### config.mk
export PLATFORM = sky130hd
export DESIGN_NAME = load_store_unit
export DESIGN_NICKNAME = d
export VERILOG_FILES = /design/src/rtl/load_store_unit_pkg.sv /design/src/rtl/load_store_unit_load_align.sv /design/src/rtl/load_store_unit.sv
export SDC_FILE = /design/constraint.sdc
export NUM_CORES = 1
export LEC_CHECK = 0
export CORE_MARGIN = 2
export CORE_UTILIZATION = 47
export CTS_CLUSTER_SIZE = 14
export DETAILED_ROUTE_END_ITERATION = 6
export PLACE_DENSITY = 0.95
export SLEW_MARGIN = 20
export SYNTH_ARGS = -nofsm -noshare
export SYNTH_HDL_FRONTEND = slang
export SYNTH_SLANG_ARGS = --single-unit
### constraint.sdc
create_clock -name clk -period 10.7 [get_ports clk]
set_input_delay 3.21 -clock clk [delete_from_list [all_inputs] [get_ports clk]]
set_output_delay 3.21 -clock clk [all_outputs]
set_load 0.05 [all_outputs]
### src/rtl/load_store_unit_pkg.sv
// Shared definitions for the load/store unit: funct3 codes, FSM states, fault causes.
// Includes the legality/alignment helpers used at request accept.
package load_store_unit_pkg;

    localparam logic [2:0] F3_LB  = 3'b000;
    localparam logic [2:0] F3_LH  = 3'b001;
    localparam logic [2:0] F3_LW  = 3'b010;
    localparam logic [2:0] F3_LBU = 3'b100;
    localparam logic [2:0] F3_LHU = 3'b101;
    localparam logic [2:0] F3_SB  = 3'b000;
    localparam logic [2:0] F3_SH  = 3'b001;
    localparam logic [2:0] F3_SW  = 3'b010;

    typedef enum logic [2:0] {
        IDLE,
        ST_ISSUE,
        RD_ISSUE,
        RD_SKIP,
        RD_WAIT
    } lsu_state_e;

    typedef enum logic [1:0] {
        CAUSE_NONE     = 2'b00,
        CAUSE_MISALIGN = 2'b01,
        CAUSE_FUNCT3   = 2'b10,
        CAUSE_TIMEOUT  = 2'b11
    } fault_cause_e;

    function automatic logic f3_legal(input logic store, input logic [2:0] f3);
        if (store) begin
            return (f3 == F3_SB) || (f3 == F3_SH) || (f3 == F3_SW);
        end
        return (f3 == F3_LB) || (f3 == F3_LH) || (f3 == F3_LW) ||
               (f3 == F3_LBU) || (f3 == F3_LHU);
    endfunction

    // Size is encoded in funct3[1:0] for both loads and stores.
    function automatic logic misaligned(input logic [2:0] f3, input logic [1:0] offset);
        case (f3[1:0])
            2'b01:   return offset[0];
            2'b10:   return offset != 2'b00;
            default: return 1'b0;
        endcase
    endfunction

endpackage

### src/rtl/load_store_unit_load_align.sv
// Combinational load formatter: picks the byte/half addressed by the offset and
// sign- or zero-extends it according to funct3.
module lsu_load_align
    import load_store_unit_pkg::*;
(
    input  logic [31:0] rdata_i,
    input  logic [1:0]  offset_i,
    input  logic [2:0]  funct3_i,
    output logic [31:0] result_o
);

    logic [7:0]  byte_v;
    logic [15:0] half_v;

    always_comb begin
        byte_v = rdata_i[8*offset_i +: 8];
        half_v = offset_i[1] ? rdata_i[31:16] : rdata_i[15:0];
        case (funct3_i)
            F3_LB:   result_o = {{24{byte_v[7]}}, byte_v};
            F3_LH:   result_o = {{16{half_v[15]}}, half_v};
            F3_LBU:  result_o = 32'(byte_v);
            F3_LHU:  result_o = 32'(half_v);
            default: result_o = rdata_i;
        endcase
    end

endmodule

### src/rtl/load_store_unit.sv
// Load/store unit: accepts one request, drives the memory data port handshake, formats loads.
// Optional read watchdog enabled by defining LSU_TIMEOUT_EN.
module load_store_unit
    import load_store_unit_pkg::*;
#(
    parameter int unsigned MEM_AW         = 10,
    parameter int unsigned TIMEOUT_CYCLES = 64
) (
    input  logic              clk,
    input  logic              reset,
    input  logic              req_valid,
    output logic              req_ready,
    input  logic              req_store,
    input  logic [2:0]        req_funct3,
    input  logic [31:0]       req_addr,
    input  logic [31:0]       req_wdata,
    output logic              done,
    output logic [31:0]       load_data,
    output logic              fault,
    output logic [1:0]        fault_cause,
    output logic [MEM_AW-1:0] data_addr,
    output logic              ren,
    output logic              wen,
    output logic [31:0]       mem_wdata,
    output logic [3:0]        byte_select_vector,
    input  logic [31:0]       mem_rdata,
    input  logic              mem_ready
);

    lsu_state_e        state_q, state_d;
    logic [MEM_AW-1:0] addr_q, addr_d;
    logic [1:0]        off_q, off_d;
    logic [2:0]        f3_q, f3_d;
    logic              ren_q, ren_d, wen_q, wen_d;
    logic              done_q, done_d, fault_q, fault_d;
    fault_cause_e      cause_q, cause_d;
    logic [3:0]        be_q, be_d;
    logic [31:0]       wdata_q, wdata_d;
    logic [31:0]       ldata_q, ldata_d;
    logic [31:0]       aligned;

    // Address bits above the memory word range are not routed anywhere.
    logic unused_addr_hi;
    assign unused_addr_hi = ^req_addr[31:MEM_AW+2];

`ifdef LSU_TIMEOUT_EN
    localparam int unsigned CNT_W = (TIMEOUT_CYCLES > 1) ? $clog2(TIMEOUT_CYCLES) : 1;
    logic [CNT_W-1:0] wd_q, wd_d;
`else
    localparam int unsigned UNUSED_TIMEOUT_CYCLES = TIMEOUT_CYCLES;
`endif

    lsu_load_align u_align (
        .rdata_i  (mem_rdata),
        .offset_i (off_q),
        .funct3_i (f3_q),
        .result_o (aligned)
    );

    always_comb begin
        state_d = state_q;
        addr_d  = addr_q;
        off_d   = off_q;
        f3_d    = f3_q;
        ren_d   = 1'b0;
        wen_d   = 1'b0;
        done_d  = 1'b0;
        fault_d = 1'b0;
        cause_d = CAUSE_NONE;
        be_d    = be_q;
        wdata_d = wdata_q;
        ldata_d = ldata_q;
`ifdef LSU_TIMEOUT_EN
        wd_d    = wd_q;
`endif
        case (state_q)
            IDLE: begin
                if (req_valid) begin
                    if (!f3_legal(req_store, req_funct3)) begin
                        fault_d = 1'b1;
                        cause_d = CAUSE_FUNCT3;
                    end else if (misaligned(req_funct3, req_addr[1:0])) begin
                        fault_d = 1'b1;
                        cause_d = CAUSE_MISALIGN;
                    end else begin
                        addr_d = req_addr[MEM_AW+1:2];
                        off_d  = req_addr[1:0];
                        f3_d   = req_funct3;
                        if (req_store) begin
                            state_d = ST_ISSUE;
                            wen_d   = 1'b1;
                            case (req_funct3[1:0])
                                2'b00: begin
                                    be_d    = 4'b0001 << req_addr[1:0];
                                    wdata_d = {4{req_wdata[7:0]}};
                                end
                                2'b01: begin
                                    be_d    = 4'b0011 << req_addr[1:0];
                                    wdata_d = {2{req_wdata[15:0]}};
                                end
                                default: begin
                                    be_d    = '1;
                                    wdata_d = req_wdata;
                                end
                            endcase
                        end else begin
                            state_d = RD_ISSUE;
                            ren_d   = 1'b1;
                        end
                    end
                end
            end
            ST_ISSUE: begin
                state_d = IDLE;
                done_d  = 1'b1;
            end
            RD_ISSUE: state_d = RD_SKIP;
            RD_SKIP: begin
                state_d = RD_WAIT;
`ifdef LSU_TIMEOUT_EN
                wd_d    = '0;
`endif
            end
            RD_WAIT: begin
                if (mem_ready) begin
                    ldata_d = aligned;
                    done_d  = 1'b1;
                    state_d = IDLE;
`ifdef LSU_TIMEOUT_EN
                end else if (wd_q == CNT_W'(TIMEOUT_CYCLES - 1)) begin
                    ldata_d = '0;
                    fault_d = 1'b1;
                    cause_d = CAUSE_TIMEOUT;
                    state_d = IDLE;
                end else begin
                    wd_d = wd_q + 1'b1;
`endif
                end
            end
            default: state_d = IDLE;
        endcase
    end

    always_ff @(posedge clk or posedge reset) begin
        if (reset) begin
            state_q <= IDLE;
            addr_q  <= '0;
            off_q   <= '0;
            f3_q    <= '0;
            ren_q   <= 1'b0;
            wen_q   <= 1'b0;
            done_q  <= 1'b0;
            fault_q <= 1'b0;
            cause_q <= CAUSE_NONE;
            be_q    <= '0;
            wdata_q <= '0;
            ldata_q <= '0;
`ifdef LSU_TIMEOUT_EN
            wd_q    <= '0;
`endif
        end else begin
            state_q <= state_d;
            addr_q  <= addr_d;
            off_q   <= off_d;
            f3_q    <= f3_d;
            ren_q   <= ren_d;
            wen_q   <= wen_d;
            done_q  <= done_d;
            fault_q <= fault_d;
            cause_q <= cause_d;
            be_q    <= be_d;
            wdata_q <= wdata_d;
            ldata_q <= ldata_d;
`ifdef LSU_TIMEOUT_EN
            wd_q    <= wd_d;
`endif
        end
    end

    assign req_ready          = (state_q == IDLE);
    assign done               = done_q;
    assign load_data          = ldata_q;
    assign fault              = fault_q;
    assign fault_cause        = cause_q;
    assign data_addr          = addr_q;
    assign ren                = ren_q;
    assign wen                = wen_q;
    assign mem_wdata          = wdata_q;
    assign byte_select_vector = be_q;

endmodule

==> metrics.yaml <==
run_status:
  status: "finished, final reports clean"
sta:
  setup_tns_ns: 0
  worst_slew_margin_rel_pct: 33.4
  setup_viol_count_final: 0
  slew_violations: 0
  rsz0062_at_grt: "false"
  fmax_ghz: 0.164
  finalClockSkew_ns: 0.00941
  fin_crit_ns: 6.11
  tightest_slew_ns: 0.999
  min_period_over_period_pct: 57.1
  setup_ws_ns: 4.59
  hold_viol: 0
setup_path:
  cp_cell_sequence: "clkdlybuf4s50_1, inv_1, ha_1, o2bb2ai_1, a21bo_4, nor2_2, mux2_2"
  critPathMaxStageDelay_ns: 0.70
  cp_top_family: "buffers and inverters"
  ff2ff_path_depth: 4
  crit_buf_inv: 2
  critPathSlowestCell: "clkdlybuf4s50_1"
  path_class: "input pin to flip-flop"
  cp-end-kind: "flip-flop"
  path_depth: 7
  cp-start-kind: "input pin"
  critPathArrivalTime_ns: 6.36
  required_ns: 10.94
  cp_max_fo: 22
cts:
  cts_setup_buffers: 0
  clkSlewWorstSetupHoldPaths_ns: 0.09
  numCtsBuffers: 9
  cts_hold_buffers: 0
  cts_root_buf: "clkbuf_8"
  cts.htree.levels: 3
  ctsResizeCount: 0
  clock_path_buffers: 2
  cts.sinks: 92
  clock_latency_ns: 0.36
  cts_tree: "built"
place:
  hpwl_um: 10200
  preCtsSetupSlack_ns: 4.23
  place_area_um2: 6290
  gp_congestion: 0.910
  dp.cells: 694
  port_buffers: 168
logic_synthesis:
  yosysWarnings: 0
  synth_area_leaders: "dfrtp_1 (50%), mux2_2 (6.4%), a21oi_1 (4.6%)"
  ys_seq_area_share_pct: 50.3
  post-synth-top-count-cell: "dfrtp_1"
  synthFlopType: "dfrtp_1"
  yosys.area.top_type: "dfrtp_1"
  ys_ff_latch: 92
  netlist.area_leader.share_pct: 50.3
  synthCells: 424
  synth.distinct_cells: 41
  syn_nets: 531
  synth-edff-count: 0
  synth_common_cells: "dfrtp_1 (92), a21oi_1 (42), nand2_1 (31), o21ai_0 (27), mux2_2 (26)"
  syn_area_um2: 4580
  syn_area_per_cell_um2: 10.8
  async_flop_share_pct: 100
final_layout:
  regArea_um2: 2300
  drive_above_1_share_pct: 10.9
  antennaDiodeCount: 0
  area_delta_synth_final_pct: 42.3
  n_fill_cell: 720
  postLayoutCellArea_um2: 6510
  multi_input_area_um2: 2070
  nets: 679
  instances_no_fill: 710
pwr:
  power_density_nw_per_um2: 341
  max-vdd-ir-drop_v: 0.000231
  seq_power_share_pct: 30.0
  switching_share_pct: 49.6
  p_sw_uw: 1100
  leakagePower_uw: 0.00260
  pwr-share-clk_pct: 11.8
  intPower_uw: 1120
  power_frac_comb_pct: 58.2
global_routing:
  grt_antenna_before_repair: 0
  grtUsageTotal_pct: 27.4
  grt_overflow: 0
  grt_start_max_net_pins: 48
  grt_pass1_wl_um: 21800
  grt_pass1_vias: 4147
die:
  num_rows: 36
  die_h_um: 103
  coreArea_um2: 9590
  ios: 189
  initial_utilization_pct: 47.7
  die_w_um: 103
  die_area_um2: 10500
drt:
  drt_iter0_markers: 244
  via_per_inst: 5.82
  vias: 4132
  routedWlPerCell_um: 19.8
  drt_pass1_iterations: 5
  drc: 0
  drt_wl_total_um: 14000
  ant_nets: 0
worst_hold_path:
  whs_path_depth: 2
  hold_path.class: "flip-flop to flip-flop"
run:
  cap_violations: 0
-- final cells by class --
type / count / area share, %
clock buffer: 10 / 2.11
clock inverter: 6 / 1.35
inverter: 7 / 0.423
multi-input combinational: 289 / 31.8
sequential: 92 / 35.4
tap: 133 / 2.56
timing repair buffer: 173 / 26.4
-- logic make-up (layout without fill, tap and decap cells) --
kind of cell             after synthesis  after routing  share of synthesized area (%)
AO/OA/AOI/OAI                        150            150                           20.8
adder cells (fa/ha/maj)                3              3                          0.820
buffers and inverters                 43            196                           4.57
flip-flops                            92             92                           50.3
multiplexers                          55             55                           13.9
AND/OR/NAND/NOR                       81             81                           9.60
-- power groups by stage --
stage / Combinational [uW] / Sequential [uW] / Clock [uW]
2_1_floorplan: 367 / 1140 / 0
3_3_place_gp: 1270 / 656 / 0
3_5_place_dp: 1290 / 667 / 0
4_1_cts: 1290 / 663 / 268
5_1_grt: 1350 / 687 / 282
6_report: 1290 / 665 / 262
-- state kept, by name, indices dropped and copies added (netlist names) --
| register | cells |
|---|---|
| done | 1 |
| load_data | 32 |
| f3_q | 3 |
| byte_select_vector | 4 |
| fault_cause | 2 |
| data_addr | 10 |
| fault | 1 |
| state_q | 3 |
| wen | 1 |
| off_q | 2 |
| ren | 1 |
| mem_wdata | 32 |
-- worst register-to-register path: cells and delay by family, from the launching register on --
family / cells / cell delay (ns)
flops: 1 / 0.87
mux: 2 / 0.71
simple gates: 1 / 0.69
compound gates: 1 / 0.26
-- cell usage in the layout (no fill, tap or decap), types with 3 or more instances in the layout --
| cell type | n |
|---|---|
| clkdlybuf4s50_1 | 168 |
| dfrtp_1 | 92 |
| a21oi_1 | 42 |
| nand2_1 | 31 |
| o21ai_0 | 27 |
| mux2_2 | 26 |
| a31oi_1 | 24 |
| o211ai_1 | 17 |
| mux2i_1 | 17 |
| nand2b_1 | 10 |
| mux2_4 | 10 |
| clkbuf_8 | 10 |
| nor2_1 | 9 |
| or3_1 | 9 |
| a22oi_1 | 8 |
| a22o_1 | 8 |
| nand3b_1 | 7 |
| a311oi_1 | 7 |
| o31ai_1 | 7 |
| inv_1 | 6 |
| nor3_1 | 5 |
| buf_4 | 5 |
| o22ai_1 | 4 |
| clkinv_2 | 3 |
| ha_1 | 3 |
-- metal layers --
layer | vias up | GRT usage (%) | routed length, um
met1 | 2002 | 33.5 | 5330
met5 | - | 0 | 0
li1 | 1863 | - | -
met3 | 35 | 9.08 | 1480
met4 | 0 | 9.44 | 368
met2 | 232 | 45.8 | 6860
-- final timing paths --
kind | slack (ns) | endpoint | startpoint
setup / recovery | 4.59 | data_addr[2] | req_funct3[1]
setup reg to reg | 8.01 | load_data[25] | off_q[1]
hold reg to reg | 0.49 | load_data[3] | load_data[3]
min in group asynchronous | 3.30 | fault_cause[1] | reset
hold / removal | 0.49 | load_data[3] | load_data[3]
max in group asynchronous | 6.31 | data_addr[4] | reset
-- through the flow --
step / utilization (%) / hold slack (ns) / total power (uW)
floorplan: - / 0.506 / 1510
global placement: 65.5 / 0.461 / 1920
detailed placement: 65.5 / 0.467 / 1960
CTS: 67.9 / 0.487 / 2220
global route: 67.9 / 0.511 / 2320
finish: 67.9 / 0.485 / 2220
(Power assumes the default switching activity.)
